`config.mk`:
```
export PLATFORM = sky130hd
export DESIGN_NAME = timer_reg_bank_mc
export DESIGN_NICKNAME = d
export VERILOG_FILES = /design/src/rtl/timer_reg_pkg.sv /design/src/rtl/timer_reg_chan.sv /design/src/rtl/timer_reg_bank_mc.sv
export SDC_FILE = /design/constraint.sdc
export NUM_CORES = 1
export LEC_CHECK = 0
export CAP_MARGIN = 20
export CORE_ASPECT_RATIO = 2
export CORE_UTILIZATION = 45
export CTS_CLUSTER_DIAMETER = 100
export DETAILED_ROUTE_END_ITERATION = 6
export GPL_TIMING_DRIVEN = 0
export PLACE_DENSITY = 0.77
export SLEW_MARGIN = 5
export SYNTH_ARGS = -nofsm -noshare
export SYNTH_HDL_FRONTEND = slang
export SYNTH_SLANG_ARGS = --single-unit
export TNS_END_PERCENT = 10
```
`constraint.sdc`:
```
create_clock -name sys_clk -period 1.85 [get_ports sys_clk]
set_input_delay 0.185 -clock sys_clk [delete_from_list [all_inputs] [get_ports sys_clk]]
set_output_delay 0.185 -clock sys_clk [all_outputs]
set_load 0.01 [all_outputs]
```
`src/rtl/timer_reg_pkg.sv`:
```
// Shared address map, reset values and helpers for the multi-channel timer register bank.
package timer_reg_pkg;

  localparam logic [11:0] TCR_OFF   = 12'h000;
  localparam logic [11:0] TDR0_OFF  = 12'h004;
  localparam logic [11:0] TDR1_OFF  = 12'h008;
  localparam logic [11:0] THCSR_OFF = 12'h00C;
  localparam logic [11:0] CH_BASE   = 12'h100;
  localparam logic [11:0] CH_STRIDE = 12'h010;

  localparam logic [3:0] TCMP0_OFF = 4'h0;
  localparam logic [3:0] TCMP1_OFF = 4'h4;
  localparam logic [3:0] TIER_OFF  = 4'h8;
  localparam logic [3:0] TISR_OFF  = 4'hC;

  localparam logic [63:0] CMP_RST         = 64'hFFFF_FFFF_FFFF_FFFF;
  localparam int unsigned DIV_VAL_RST     = 1;
  localparam int unsigned DIV_MAX_DEFAULT = 8;

  localparam logic [1:0] CNT_SEL_LO = 2'b01;
  localparam logic [1:0] CNT_SEL_HI = 2'b10;

  function automatic logic [31:0] strb_merge(input logic [31:0] cur, input logic [31:0] wdata,
                                             input logic [3:0] strb);
    logic [31:0] res;
    res = cur;
    for (int i = 0; i < 4; i++) begin
      if (strb[i]) res[8*i +: 8] = wdata[8*i +: 8];
    end
    return res;
  endfunction

endpackage

```
`src/rtl/timer_reg_chan.sv`:
```
// One compare/interrupt channel: TCMP0/TCMP1/TIER storage, TISR W1C pulse and local read data.
module timer_reg_chan
  import timer_reg_pkg::*;
(
  input  logic        sys_clk,
  input  logic        sys_rst_n,
  input  logic        sel,
  input  logic        wr,
  input  logic [3:0]  off,
  input  logic [31:0] wdata,
  input  logic [3:0]  strb,
  input  logic        int_status,
  output logic [63:0] compare_val,
  output logic        interrupt_en,
  output logic        interrupt_clear,
  output logic [31:0] rd_data
);

  always_ff @(posedge sys_clk or negedge sys_rst_n) begin
    if (!sys_rst_n) begin
      compare_val     <= CMP_RST;
      interrupt_en    <= 1'b0;
      interrupt_clear <= 1'b0;
    end else begin
      interrupt_clear <= wr & (off == TISR_OFF) & strb[0] & wdata[0];
      if (wr) begin
        case (off)
          TCMP0_OFF: compare_val[31:0]  <= strb_merge(compare_val[31:0], wdata, strb);
          TCMP1_OFF: compare_val[63:32] <= strb_merge(compare_val[63:32], wdata, strb);
          TIER_OFF:  if (strb[0]) interrupt_en <= wdata[0];
          default:   ;
        endcase
      end
    end
  end

  // Zero when not addressed so the top can OR all channels together.
  always_comb begin
    rd_data = '0;
    if (sel) begin
      case (off)
        TCMP0_OFF: rd_data = compare_val[31:0];
        TCMP1_OFF: rd_data = compare_val[63:32];
        TIER_OFF:  rd_data = {31'b0, interrupt_en};
        TISR_OFF:  rd_data = {31'b0, int_status};
        default:   rd_data = '0;
      endcase
    end
  end

endmodule

```
`src/rtl/timer_reg_bank_mc.sv`:
```
// Timer register bank: decode, global control registers, atomic counter snapshot, read mux
// and error detection for NUM_CH compare/interrupt channels.
module timer_reg_bank_mc
  import timer_reg_pkg::*;
#(
  parameter int unsigned NUM_CH  = 4,
  parameter int unsigned CNT_W   = 64,
  parameter int unsigned DIV_W   = 4,
  parameter int unsigned DIV_MAX = DIV_MAX_DEFAULT
) (
  input  logic                    sys_clk,
  input  logic                    sys_rst_n,
  input  logic                    wr_en,
  input  logic                    rd_en,
  input  logic [11:0]             tim_paddr,
  input  logic [31:0]             tim_pwdata,
  input  logic [3:0]              tim_pstrb,
  output logic [31:0]             tim_prdata,
  input  logic [CNT_W-1:0]        cnt_val,
  input  logic                    halt_ack_status,
  input  logic [NUM_CH-1:0]       interrupt_status,
  output logic                    timer_en,
  output logic                    div_en,
  output logic [DIV_W-1:0]        div_val,
  output logic                    halt_req,
  output logic [NUM_CH*CNT_W-1:0] compare_val,
  output logic [NUM_CH-1:0]       interrupt_en,
  output logic                    counter_clear,
  output logic [1:0]              counter_write_sel,
  output logic [31:0]             counter_write_data,
  output logic [NUM_CH-1:0]       interrupt_clear,
  output logic                    reg_error_flag
);

  localparam logic [DIV_W-1:0] DivMaxW = DIV_W'(DIV_MAX);

  logic                         is_tcr, is_tdr0, is_tdr1, is_thcsr, glob_hit, addr_ok;
  logic                         wr_act, rd_act, err_d;
  logic [NUM_CH-1:0]            ch_hit;
  logic [NUM_CH-1:0][31:0]      ch_rd;
  logic [31:0]                  tcr_cur, rd_data, snap_q;
  logic                         en_new, den_new, halt_new, div_reject;
  logic [DIV_W-1:0]             div_new;

  assign is_tcr   = tim_paddr == TCR_OFF;
  assign is_tdr0  = tim_paddr == TDR0_OFF;
  assign is_tdr1  = tim_paddr == TDR1_OFF;
  assign is_thcsr = tim_paddr == THCSR_OFF;
  assign glob_hit = is_tcr | is_tdr0 | is_tdr1 | is_thcsr;
  assign addr_ok  = glob_hit | (|ch_hit);

  // Zero-strobe writes are complete no-ops; a read colliding with a write is dropped.
  assign wr_act = wr_en & (|tim_pstrb) & addr_ok;
  assign rd_act = rd_en & ~wr_en;

  always_comb begin
    tcr_cur            = '0;
    tcr_cur[0]         = timer_en;
    tcr_cur[1]         = div_en;
    tcr_cur[8 +: DIV_W] = div_val;
  end

  assign en_new   = tim_pstrb[0] ? tim_pwdata[0] : timer_en;
  assign den_new  = tim_pstrb[0] ? tim_pwdata[1] : div_en;
  assign div_new  = tim_pstrb[1] ? tim_pwdata[8 +: DIV_W] : div_val;
  assign halt_new = tim_pstrb[0] ? tim_pwdata[0] : halt_req;

  // Divider fields are frozen while running and never accept an out-of-range divisor.
  assign div_reject = (div_new > DivMaxW) |
                      (timer_en & ((den_new != div_en) | (div_new != div_val)));

  assign err_d = (wr_en & rd_en) | (wr_en & (|tim_pstrb) & ~addr_ok) | (rd_act & ~addr_ok) |
                 (wr_act & is_tcr & div_reject);

  for (genvar n = 0; n < NUM_CH; n++) begin : g_ch
    localparam logic [11:0] ChAddr = CH_BASE + 12'(n) * CH_STRIDE;

    assign ch_hit[n] = (tim_paddr[11:4] == ChAddr[11:4]) & (tim_paddr[1:0] == 2'b00);

    timer_reg_chan u_chan (
      .sys_clk         (sys_clk),
      .sys_rst_n       (sys_rst_n),
      .sel             (ch_hit[n]),
      .wr              (wr_act & ch_hit[n]),
      .off             (tim_paddr[3:0]),
      .wdata           (tim_pwdata),
      .strb            (tim_pstrb),
      .int_status      (interrupt_status[n]),
      .compare_val     (compare_val[n*CNT_W +: 64]),
      .interrupt_en    (interrupt_en[n]),
      .interrupt_clear (interrupt_clear[n]),
      .rd_data         (ch_rd[n])
    );
  end

  always_comb begin
    rd_data = '0;
    if (is_tcr)        rd_data = tcr_cur;
    else if (is_tdr0)  rd_data = cnt_val[31:0];
    else if (is_tdr1)  rd_data = snap_q;
    else if (is_thcsr) rd_data = {30'b0, halt_ack_status, halt_req};
    for (int n = 0; n < NUM_CH; n++) rd_data = rd_data | ch_rd[n];
  end

  always_ff @(posedge sys_clk or negedge sys_rst_n) begin
    if (!sys_rst_n) begin
      timer_en           <= 1'b0;
      div_en             <= 1'b0;
      div_val            <= DIV_W'(DIV_VAL_RST);
      halt_req           <= 1'b0;
      counter_clear      <= 1'b0;
      counter_write_sel  <= '0;
      counter_write_data <= '0;
      reg_error_flag     <= 1'b0;
      tim_prdata         <= '0;
      snap_q             <= '0;
    end else begin
      counter_clear     <= 1'b0;
      counter_write_sel <= '0;
      reg_error_flag    <= err_d;
      if (wr_act && is_tcr) begin
        timer_en      <= en_new;
        counter_clear <= timer_en & ~en_new;
        if (!div_reject) begin
          div_en  <= den_new;
          div_val <= div_new;
        end
      end
      if (wr_act && is_thcsr) halt_req <= halt_new;
      if (wr_act && is_tdr0) begin
        counter_write_sel  <= CNT_SEL_LO;
        counter_write_data <= strb_merge(cnt_val[31:0], tim_pwdata, tim_pstrb);
      end
      if (wr_act && is_tdr1) begin
        counter_write_sel  <= CNT_SEL_HI;
        counter_write_data <= strb_merge(cnt_val[63:32], tim_pwdata, tim_pstrb);
      end
      if (rd_act) begin
        tim_prdata <= rd_data;
        // Upper word is frozen here so a following TDR1 read is coherent with this TDR0 read.
        if (is_tdr0) snap_q <= cnt_val[63:32];
      end
    end
  end

endmodule

```
==> summary by stage, run 1 <==
Power and ir drop
The final total power is 17.7 mW. Power spread over the standard cell area amounts to 676 nW/um2. The worst voltage drop across the vdd grid is 0.654 mV. The leakage power is 11.2 nW.

Synth
After synthesis the netlist holds a flip-flop and latch count of about 370. The post-synthesis compound-gate area fraction is 7.40%. The synthesized-area fraction occupied by adder cells is 0%.

The area fraction in and, or, nand and nor cells after synthesis is 7.19%. The share of the synthesized area in the top cell type is 37.6%. Synthesis produced 1341 cells.

Sequential cells were found to cover 53.5% of the synthesized design area. By area the synthesized netlist is led by dfstp_2 (38%), mux2_2 (20%), dfrtp_1 (16%). The mux contribution to synthesized area is 29.2%.

For this run, the number of Yosys warnings is 0. The count of flip-flops with a built-in enable after synthesis is 0. The xor/xnor cell area share of the yosys netlist is 0.293%. The synthesized net count is ~1500. In the synthesized netlist the async set-or-reset flop fraction comes to 100%. In the synthesized netlist the dominant register cell turns out to be dfstp_2. Averaged over all synthesized cells, the footprint is 13.4 um2.

The netlist area before placement is roughly 18000 um2. The dominant combinational cell family by area after synthesis is multiplexers. The largest area contributor in the netlist is dfstp_2. The number of distinct library cells after synthesis is 66.

STA
The smallest hold slack is 0.114 ns. The setup TNS is -0.0402 ns. The final critical-path required period is 1.88 ns. Setup repair after global routing could not meet its margin everywhere.

In the post-route analysis, the smallest setup slack over all paths is -0.0261 ns. The worst setup skew after layout is between 0.01 and 0.015 ns. The achievable clock frequency is 0.533 GHz. For the pin with the worst max-slew slack, the measured transition is 0.836 ns. Setup violations remaining at the end of the flow were counted as 4.

Dividing the final minimum period by the clock period gives 101%. The number of pins with negative max-slew slack in the final report is 0. The number of failing hold endpoints at the final stage came to 0. Headroom to the max-slew limit came out at 44.3%.

Layout
The utilization after layout is about two thirds. The multi-input combinational cells in the finished layout cover a total of 8350 um2. The finished cells cover between 20000 and 30000 um2. Counting the fill cells in the layout gives 3029. Cells with a size suffix above 1 make up ~47% of the layout. The library cell used most frequently in the layout, excluding fill and tap cells, is clkdlybuf4s50_1. At the end of the flow, the number of nets in the layout was between 2000 and 2500. Compared with the post-synthesis result, the final layout area differs by 45.8%.

Leaving out fill and tap cells, the most frequent cells in the layout are clkdlybuf4s50_1 (365), mux2_2 (308), dfstp_2 (257). The area taken by flip-flops and latches is 9610 um2. Once layout is complete, the cells apart from fillers number 2474.

Critical path
The slowest cell on the critical path is dfstp_2. Along the worst path, the maximum fanout reaches 3. STA classifies the critical path endpoint as a register. The critical path launch point is div_val[0]$_DFFE_PN1P_. The largest stage delay on the critical path is about 0.57 ns. In this run the critical register-to-register path is launched from div_val[0]$_DFFE_PN1P_.

For the worst setup path, the data arrival time is 2.28 ns. The signal on the critical path passes through xnor2_2 -> a41oi_2 -> a311o_2 -> nor2_2 -> mux2_1. The type of element launching the critical path is a register. For the worst setup path, the data required time is 2.25 ns. The startpoint-to-endpoint class of the critical path is reg -> reg.

Die
In this run the horizontal extent of the chip is 143 um. The core region area is 39400 um2. The placement row count is 103. The die height is between 200 and 300 um. The starting density of the core is 45.5%.

The die covers 40700 um2. The number of I/O pins is 460.

CTS
The number of clock sinks is 371. The clock passes through at most 3 buffers. The number of CTS-inserted buffers is 34. Clock latency on the worst-skew pair, taken at its later pin, is 0.53 ns. The clock tree from TritonCTS is yes. The clock root buffer is clkbuf_16. Clock-pin slew was measured on the worst setup and hold paths at approximately 0.070 ns. The total number of H-tree levels is 2.

Outcome
The checks that failed: setup timing. The run finished, with violations left.

Hold path
The startpoint identified for the worst hold timing path is tim_paddr[9]. The worst hold-check path type is in -> reg.

Routing
The post-detailed-route DRC marker count is 0. The routed layout has 14900 vias. In the final routed layout, each cell accounts on average for 31.0 um.

The wire length reported by the detailed router is around 77000 um. The detailed router's first-iteration violation count is ~1000. The number of optimization iterations in the first detailed-route pass is 5.

Using the TritonRoute via totals, the vias-per-cell ratio works out to 6.04. The count of nets left with antenna violations once routing finished came out at 0.

Global route
The first global-routing pass estimated 108000 um of wire. The total grt overflow is 0. The largest net degree at the start of global routing is 108. The via count of the first global-routing pass is 15600.

The number of antenna violations at the first check in global routing is 9. The total global-route track usage is 37.8%.

Place
The final weighted congestion in routability-driven placement is just under 1. In this run the cell area measured after placement is about 23000 um2. The total half-perimeter wirelength after legalization and detailed placement is 55900 um. The number of placed instances, taps included is ~2300. The post-placement setup slack is -1.63 ns.

Port buffering added 454 buffers.

Run
Max-cap violations in this run came to 0.
-- layer usage --
metal	vias up	share of wire [%]	global-route usage (%)
met5	-	0	0
met4	0	10	34.1
met1	7590	33	40.9
li1	6177	-	-
met2	863	49	61.7
met3	307	7.3	7.38
-- synthesized netlist by cell type, types with 28 or more instances --
cell type and number:
a21oi_1 30, a22oi_1 35, buf_2 28, clkbuf_1 31, dfrtp_1 114, dfstp_2 257
mux2_1 33, mux2_2 312, mux2i_1 82, nand2_1 54, nor2_1 66, nor2_2 29
o21ai_1 31
-- path summary, 6_finish.rpt --
| check | cells past startpoint | slack (ns) | end |
|---|---|---|---|
| min reg2reg | 2 | 0.48 | counter_write_data[22]$_DFFE_PN0P_ |
| min in group asynchronous | 2 | 0.20 | snap_q[15]$_DFFE_PN0P_ |
| max | 5 | -0.03 | div_en$_DFFE_PN0P_ |
| min | 4 | 0.11 | g_ch[2].u_chan.interrupt_clear$_DFF_PN0_ |
| max reg2reg | 5 | -0.03 | div_en$_DFFE_PN0P_ |
| max in group asynchronous | 4 | 0.27 | g_ch[3].u_chan.compare_val[35]$_DFFE_PN1P_ |
-- worst max-delay path, delay by kind of cell, from the launching register on --
family	cells	cell delay [ns]
xor+xnor	1	0.12
flops	1	0.57
mux	1	0.34
compound gates	2	0.52
simple gates	1	0.19
-- flip-flops by register name (all words and copies together), names as in the netlist --
register / count
g_ch.u_chan.compare_val: 256
counter_clear: 1
timer_en: 1
reg_error_flag: 1
counter_write_data: 32
g_ch.u_chan.interrupt_clear: 4
halt_req: 1
g_ch.u_chan.interrupt_en: 4
snap_q: 32
div_en: 1
counter_write_sel: 2
div_val: 4
tim_prdata: 32
-- repair_timing --
action	4_1_cts	5_1_grt
pin swaps	52	11
setup endpoints to repair	418	349
resized for setup	186	77
setup buffers	66	12
hold buffers	1	0
hold endpoints to repair	18	0
cloned	0	3
-- layout make-up --
| type | instances | share of cell area [%] |
|---|---|---|
| flip-flops and latches | 371 | 36.7 |
| multi-input cells | 886 | 31.9 |
| repair buffers | 541 | 21.8 |
| clock buffers | 50 | 4.12 |
| well taps | 525 | 2.51 |
| plain buffers | 77 | 2.16 |
| clock inverters | 11 | 0.603 |
| diodes | 9 | 0.0861 |
| inverters | 4 | 0.0574 |
-- cells by family after synthesis --
logic type             Yosys count
AND/OR/NAND/NOR                232
AO/OA/AOI/OAI                  197
buffers and inverters           84
flip-flops                     371
XOR/XNOR                         6
multiplexers                   451
-- power by group --
group | switching [mW] | internal (mW)
logic | 0.932 | 0.654
registers | 0.0517 | 8.22
clock network | 3.21 | 4.62
(Power assumes the default switching activity.)
==> run 2, diff against run 1 <==
Settings changed: CORE_UTILIZATION 45 to 50, PLACE_DENSITY 0.77 to 0.81.
Clock period 1.85 ns to 2 ns, I/O delays scaled along.
==> summary by stage, run 2 (synthesis results as in run 1) <==
Outcome
The flow ran to the end, but the final reports show violations. The final reports fail on setup timing.

Global route
The total global-route track usage is 40.6% (+2.9 points). The largest net degree at the start of global routing was 121 (+12%). The total grt overflow was 0 (unchanged). The wire length of the first global-routing pass is 106000 um (-2.4%). The via count of the first global-routing pass was 15600 (-0.27%).

The number of antenna violations at the first check in global routing is 6 (-3).

Layout
The utilization after layout is 72.1% (+5.8 points). The filler-free cell count of the finished design is 2362 (-4.5%). The final-stage net count is 2008 (-1.4%). Leaving out fill and tap cells, the most frequent cell in the layout is clkdlybuf4s50_1. In the layout the commonest cells are clkdlybuf4s50_1 (441), mux2_2 (312), dfstp_2 (257). The flip-flop count of the largest register, all copies and words added was 256 (unchanged). The register with the highest flop count is g_ch.u_chan.compare_val. The share of cells above drive strength 1 is 44.6% (-2.2 points).

The area added between synthesis and finish is 41.4%.

Critical path
STA classifies the critical path startpoint as an input port. The worst endpoint data arrival time is 2.59 ns (+0.31 ns). The slowest cell on the critical path is clkdlybuf4s50_1. The required time at the worst-slack endpoint is 2.48 ns (+0.23 ns). The highest fanout seen on the critical path is 10 (+7). The startpoint-to-endpoint class of the critical path is in -> reg.

STA classifies the critical path endpoint as a register. The family of cells with the greatest summed delay on the critical path is buffers and inverters. The signal on the critical path passes through clkdlybuf4s50_1 -> buf_6 -> nor4_4 -> nand2_1 -> clkbuf_1 -> o22ai_1 -> a221o_1 -> o22a_1.

The critical path buffer and inverter count is 3 (+3). The largest stage delay on the critical path is 0.60 ns (+0.03 ns).

STA
The setup TNS came to -1.19 ns (-1.15 ns). The achievable clock frequency is 0.473 GHz. Setup repair after global routing could not meet its margin everywhere. The final critical-path required period is 2.11 ns.

The number of pins with negative max-slew slack in the final report is 0 (unchanged). The worst-case headroom to the max-slew limit is 40.4% (-3.9 points). The count of endpoints failing setup in the final report is 48 (+44). The post-route worst setup slack was -0.115 ns (-0.0887 ns). Of the available clock period, the critical path in the final layout requires 106%. The smallest hold slack came to 0.0706 ns (-0.0431 ns). The worst setup skew after layout came to 0.0175 ns (+0.00649 ns). The number of failing hold endpoints at the final stage is 0 (unchanged). The actual transition at the worst max-transition pin is 0.894 ns (+0.0585 ns).

CTS
TritonCTS built the clock tree. The register clock-pin slew on the reported worst setup and hold paths was 0.07 ns (about the same). The tree is rooted in a clkbuf_16. The maximum count of clock buffers along a single path was 3 (unchanged). The number of CTS-inserted buffers is 31 (-8.8%).

The total number of H-tree levels is 1 (-1). The number of clock sinks came to 371 (unchanged). The clock insertion delay at the later pin of the skew report is 0.60 ns (+0.07 ns).

Power and ir drop
The final total power came to 15.7 mW (-11%). The leakage power is 10.1 nW (-9.0%). The areal power density over the cells is 617 nW/um2 (-8.7%). The worst voltage drop across the vdd grid is 0.712 mV (+9.0%).

Place
The number of buffers added on ports is 454 (unchanged). The number of placed instances, taps included came to 2244 (-3.5%). The final weighted congestion in routability-driven placement came to 0.967 (+0.55%). The total half-perimeter wirelength after legalization and detailed placement came to 53700 um (-4.0%).

Die
The total die area is 36700 um2 (-9.9%). The starting density of the core is 51.0% (+5.5 points). The placement row count is 97 (-5.8%). The width of the die is 136 um (-5.1%).

The die height is 270 um (-5.1%). The number of I/O pins is 460 (unchanged). The core region area was 35200 um2 (-11%).

Routing
The number of optimization iterations in the first detailed-route pass was 6 (+1). The wire length reported by the detailed router is 74200 um (-3.1%). The remaining antenna violation count after routing is 0 (unchanged). The post-detailed-route DRC marker count is 0 (unchanged).

The routed via count was 15200 (+1.6%). The detailed router's first-iteration violation count is 1227 (+20%). The average wire per standard cell is 31.4 um (+1.4%). The detail-routed via count per cell came to 6.42 (+6.4%).

Hold path
The tightest min-delay check is of the in -> async type.

Run
The total of max-cap violations was 0 (unchanged).
## run 2: changes by cell type in the layout (fill, tap and decap cells not counted), sizes merged
| cell | change |
|---|---|
| dlymetal6s2s | -24 |
| clkbuf | -17 |
| buf | -24 |
| clkdlybuf4s50 | +76 |
| diode | -3 |
| clkinv | +1 |
| clkinvlp | +1 |
| inv | +1 |
| dlygate4sd2 | -44 |
| clkdlybuf4s15 | +1 |
## run 2: cell type report
type	instances	area, um2
Fill cell	2519	9820
Sequential cell	371	9610
Multi-Input combinational cell	886	8260
Timing Repair Buffer	515	5300
Clock buffer	43	912
Tap cell	445	557
Buffer	78	531
Clock inverter	14	179
Inverter	4	15.0
Antenna cell	6	15.0
## run 2: layer usage
| metal | wire (um) | share of wire [%] | global-route usage, % |
|---|---|---|---|
| met5 | 24 | 0.032 | 0 |
| met1 | 24900 | 34 | 45.2 |
| met3 | 5940 | 8.0 | 8.54 |
| met2 | 35500 | 48 | 64.9 |
| met4 | 7840 | 11 | 35.8 |
## run 2: where the power goes
group,switching [mW],total [mW],internal (mW),leakage (nW)
combinational,0.845,1.43,0.584,5.42
sequential,0.0505,7.65,7.60,4.19
clock,2.89,6.59,3.70,0.538
## run 2: through the flow
step | setup slack, ns | instance area [um2]
after floorplan | -0.0601 | 18000
after detailed placement | -1.45 | 23200
after global placement | -14.51 | 23100
after CTS | -0.0117 | 25200
after global routing | -0.109 | 25400
final | -0.115 | 25400
## run 2: worst reg2reg max path, cell delays in order, from the launching register on
cell	delay [ns]
dfrtp_1	0.45
nor3_1	0.20
o21ai_0	0.14
a311o_1	0.43
nor2_1	0.20
mux2_1	0.34
## run 2: what timing repair did
item | CTS | global route
endpoints found under the hold margin | 92 | 0
hold buffers | 1 | 0
resized for setup | 114 | 20
pin swaps | 42 | 7
endpoints found under the setup margin | 364 | 210
setup buffers | 50 | 6
## run 2: final timing paths
check                                                   start                            endpoint  slack, ns  cells after the start
setup / recovery                                 tim_paddr[8]           tim_prdata[0]$_DFFE_PN0P_      -0.11                      8
hold / removal                                      sys_rst_n           tim_prdata[7]$_DFFE_PN0P_       0.07                      2
setup reg to reg                       div_val[2]$_DFFE_PN0P_                  div_en$_DFFE_PN0P_       0.12                      5
hold reg to reg            counter_write_data[12]$_DFFE_PN0P_  counter_write_data[12]$_DFFE_PN0P_       0.49                      2
max in group asynchronous                           sys_rst_n  counter_write_data[27]$_DFFE_PN0P_       0.46                      4
min in group sys_clk                                    wr_en      counter_write_sel[0]$_DFF_PN0_       0.15                      3
==> run 3, diff against run 2 <==
--- a/config.mk
+++ b/config.mk
@@ -8,3 +8,3 @@
 export CAP_MARGIN = 20
-export CORE_ASPECT_RATIO = 2
+export CORE_ASPECT_RATIO = 1.5
 export CORE_UTILIZATION = 50
==> constraint.sdc (replaced) <==
create_clock -name sys_clk -period 2 [get_ports sys_clk]
set_input_delay 0.4 -clock sys_clk [delete_from_list [all_inputs] [get_ports sys_clk]]
set_output_delay 0.4 -clock sys_clk [all_outputs]
set_load 0.01 [all_outputs]
==> summary by stage, run 3 (synthesis results as in run 1) <==
Routing
The wire length reported by the detailed router is 74600 um (+0.41%). The routed via count is 15200 (+0.36%). The detailed router's first-iteration violation count was 1184 (-3.5%). The remaining antenna violation count after routing is 0 (unchanged). The detail-routed via count per cell came to 6.27 (-2.4%).

The post-detailed-route DRC marker count was 0 (unchanged). The number of optimization iterations in the first detailed-route pass is 5 (-1). The average wire per standard cell came to 30.7 um (-2.3%).

Die
The number of I/O pins is 460 (unchanged). The core region area is 35200 um2 (about the same). The placement row count is 84 (-13%). The die height is 234 um (-13%).

The starting density of the core is 51.0% (about the same). The total die area was 36700 um2 (about the same). The width of the die is 157 um (+15%).

Layout
The flip-flop count of the largest register, all copies and words added was 256 (unchanged). The area added between synthesis and finish is 43.6%. The final-stage net count came to 2041 (+1.6%). Leaving out fill and tap cells, the most frequent cell in the layout is mux2_2. The library cells used most frequently in the layout, excluding fill and tap cells, are mux2_2 (311), dlygate4sd2_1 (258), dfstp_2 (257). The share of cells above drive strength 1 is 47.6% (+2.9 points).

The register with the most flip-flops in the final layout is g_ch.u_chan.compare_val. The utilization after layout was 73.2% (+1.1 points).

Critical path
The highest fanout seen on the critical path is 7 (-3). STA classifies the critical path endpoint as a register. The startpoint-to-endpoint class of the critical path is in -> reg. The worst flop-to-flop path startpoint is div_val[0]$_DFFE_PN1P_.

The required time at the worst-slack endpoint is 2.41 ns (-0.07 ns). The setup slack on the worst flop-to-flop path is 0.01 ns (-0.11 ns). The worst endpoint data arrival time is 2.43 ns (-0.16 ns). The critical path launch point is tim_paddr[1]. STA classifies the critical path startpoint as an input port.

CTS
The clock insertion delay at the later pin of the skew report came to 0.54 ns (-0.06 ns). The number of clock sinks is 371 (unchanged). The register clock-pin slew on the reported worst setup and hold paths is 0.07 ns (about the same). The maximum count of clock buffers along a single path was 3 (unchanged). The clock tree from TritonCTS is yes. The total number of H-tree levels is 2 (+1). The tree is rooted in a clkbuf_16.

The number of CTS-inserted buffers is 36 (+16%).

Global route
The total global-route track usage came to 40.7% (+0.11 points). The wire length of the first global-routing pass is 105000 um (-0.33%). The via count of the first global-routing pass was 15400 (-1.2%). The number of antenna violations at the first check in global routing is 8 (+2). The largest net degree at the start of global routing came to 111 (-8.3%). The total grt overflow came to 0 (unchanged).

Power and ir drop
The worst voltage drop across the vdd grid is 0.538 mV (-24%). The final total power is 16.5 mW (+5.2%). The leakage power is 11.7 nW (+15%). The areal power density over the cells came to 640 nW/um2 (+3.6%).

STA
Setup repair after global routing could not meet its margin everywhere. The actual transition at the worst max-transition pin was 0.864 ns (-0.0303 ns). The smallest hold slack is 0.280 ns (+0.209 ns). The number of failing hold endpoints at the final stage is 0 (unchanged). The count of endpoints failing setup in the final report is 2 (-96%). The achievable clock frequency is 0.495 GHz (+4.8%).

The worst-case headroom to the max-slew limit was 42.4% (+2.0 points). The post-route worst setup slack was -0.0183 ns (+0.0965 ns). The portion of the clock cycle consumed by the worst path in the final layout is 101% (-4.8 points). The worst setup skew after layout came to 0.00889 ns (-0.00862 ns). The number of pins with negative max-slew slack in the final report is 0 (unchanged). The final critical-path required period came to 2.02 ns (-0.0965 ns).

Place
The total half-perimeter wirelength after legalization and detailed placement came to 51400 um (-4.2%). The final weighted congestion in routability-driven placement was 0.973 (+0.62%). The number of buffers added on ports was 454 (unchanged).

Hold path
The worst hold path begins at tim_paddr[4]. The min-delay analysis places its worst path in the category in -> reg.

Outcome
The flow ran to the end, but the final reports show violations. The final reports fail on setup timing.

Run
The total of max-cap violations is 0 (unchanged).
-- run 3: cell type report --
class | instances | area [um2]
antenna | 9 | 22.5
buffer | 78 | 561
clock buffer | 49 | 1050
clock inverter | 15 | 210
fill | 2441 | 9450
inverter | 4 | 15.0
multi-input combinational | 886 | 8360
sequential | 371 | 9610
tap | 473 | 592
timing repair buffer | 543 | 5340
-- run 3: what timing repair did --
item                                    4_1_cts  5_1_grt
endpoints found under the setup margin      628      351
gates cloned                                  0        3
gates resized for setup                     397       62
buffers inserted                             78        4
endpoints found under the hold margin        14        0
hold buffers                                  1        0
pin swaps                                    54        7
-- run 3: report_power, final --
part / internal, mW / leakage, nW / switching [mW]
Clock: 4.34 / 0.621 / 3.05
Combinational: 0.607 / 6.89 / 0.838
Sequential: 7.60 / 4.18 / 0.0497
-- run 3: path summary, 6_finish.rpt --
check | to | depth (start not counted)
setup / recovery | counter_write_data[14]$_DFFE_PN0P_ | 8
hold / removal | tim_prdata[16]$_DFFE_PN0P_ | 4
setup reg to reg | div_val[2]$_DFFE_PN0P_ | 5
hold reg to reg | tim_prdata[29]$_DFFE_PN0P_ | 2
max in group asynchronous | g_ch[2].u_chan.compare_val[27]$_DFFE_PN1P_ | 4
min in group asynchronous | snap_q[4]$_DFFE_PN0P_ | 2
-- run 3: critical path, stage by stage --
cell	delay, ns
buf_2	0.16
or4b_4	0.57
nor4_4	0.27
buf_6	0.26
clkbuf_16	0.21
mux2_1	0.33
mux2i_1	0.14
o21ai_1	0.07
-- run 3: through the flow --
stage | cells | TNS (ns) | worst slack (ns) | instance area [um2]
CTS | 2412 | -2.77 | -0.115 | 25600
finish | 2428 | -0.0298 | -0.0183 | 25800
floorplan | 1341 | -26.60 | -0.255 | 18000
global route | 2425 | -0.0423 | -0.0197 | 25800
detailed placement | 2271 | -515.33 | -1.67 | 23300
global placement | 2268 | -4800.21 | -14.87 | 23200
-- run 3: routing by layer --
metal | vias to the layer above | GRT usage (%) | wire length (um)
li1 | 6190 | - | -
met1 | 7682 | 48.1 | 26100
met2 | 1025 | 66.4 | 35600
met3 | 331 | 8.82 | 6490
met4 | 2 | 28.2 | 6280
met5 | - | 0 | 11
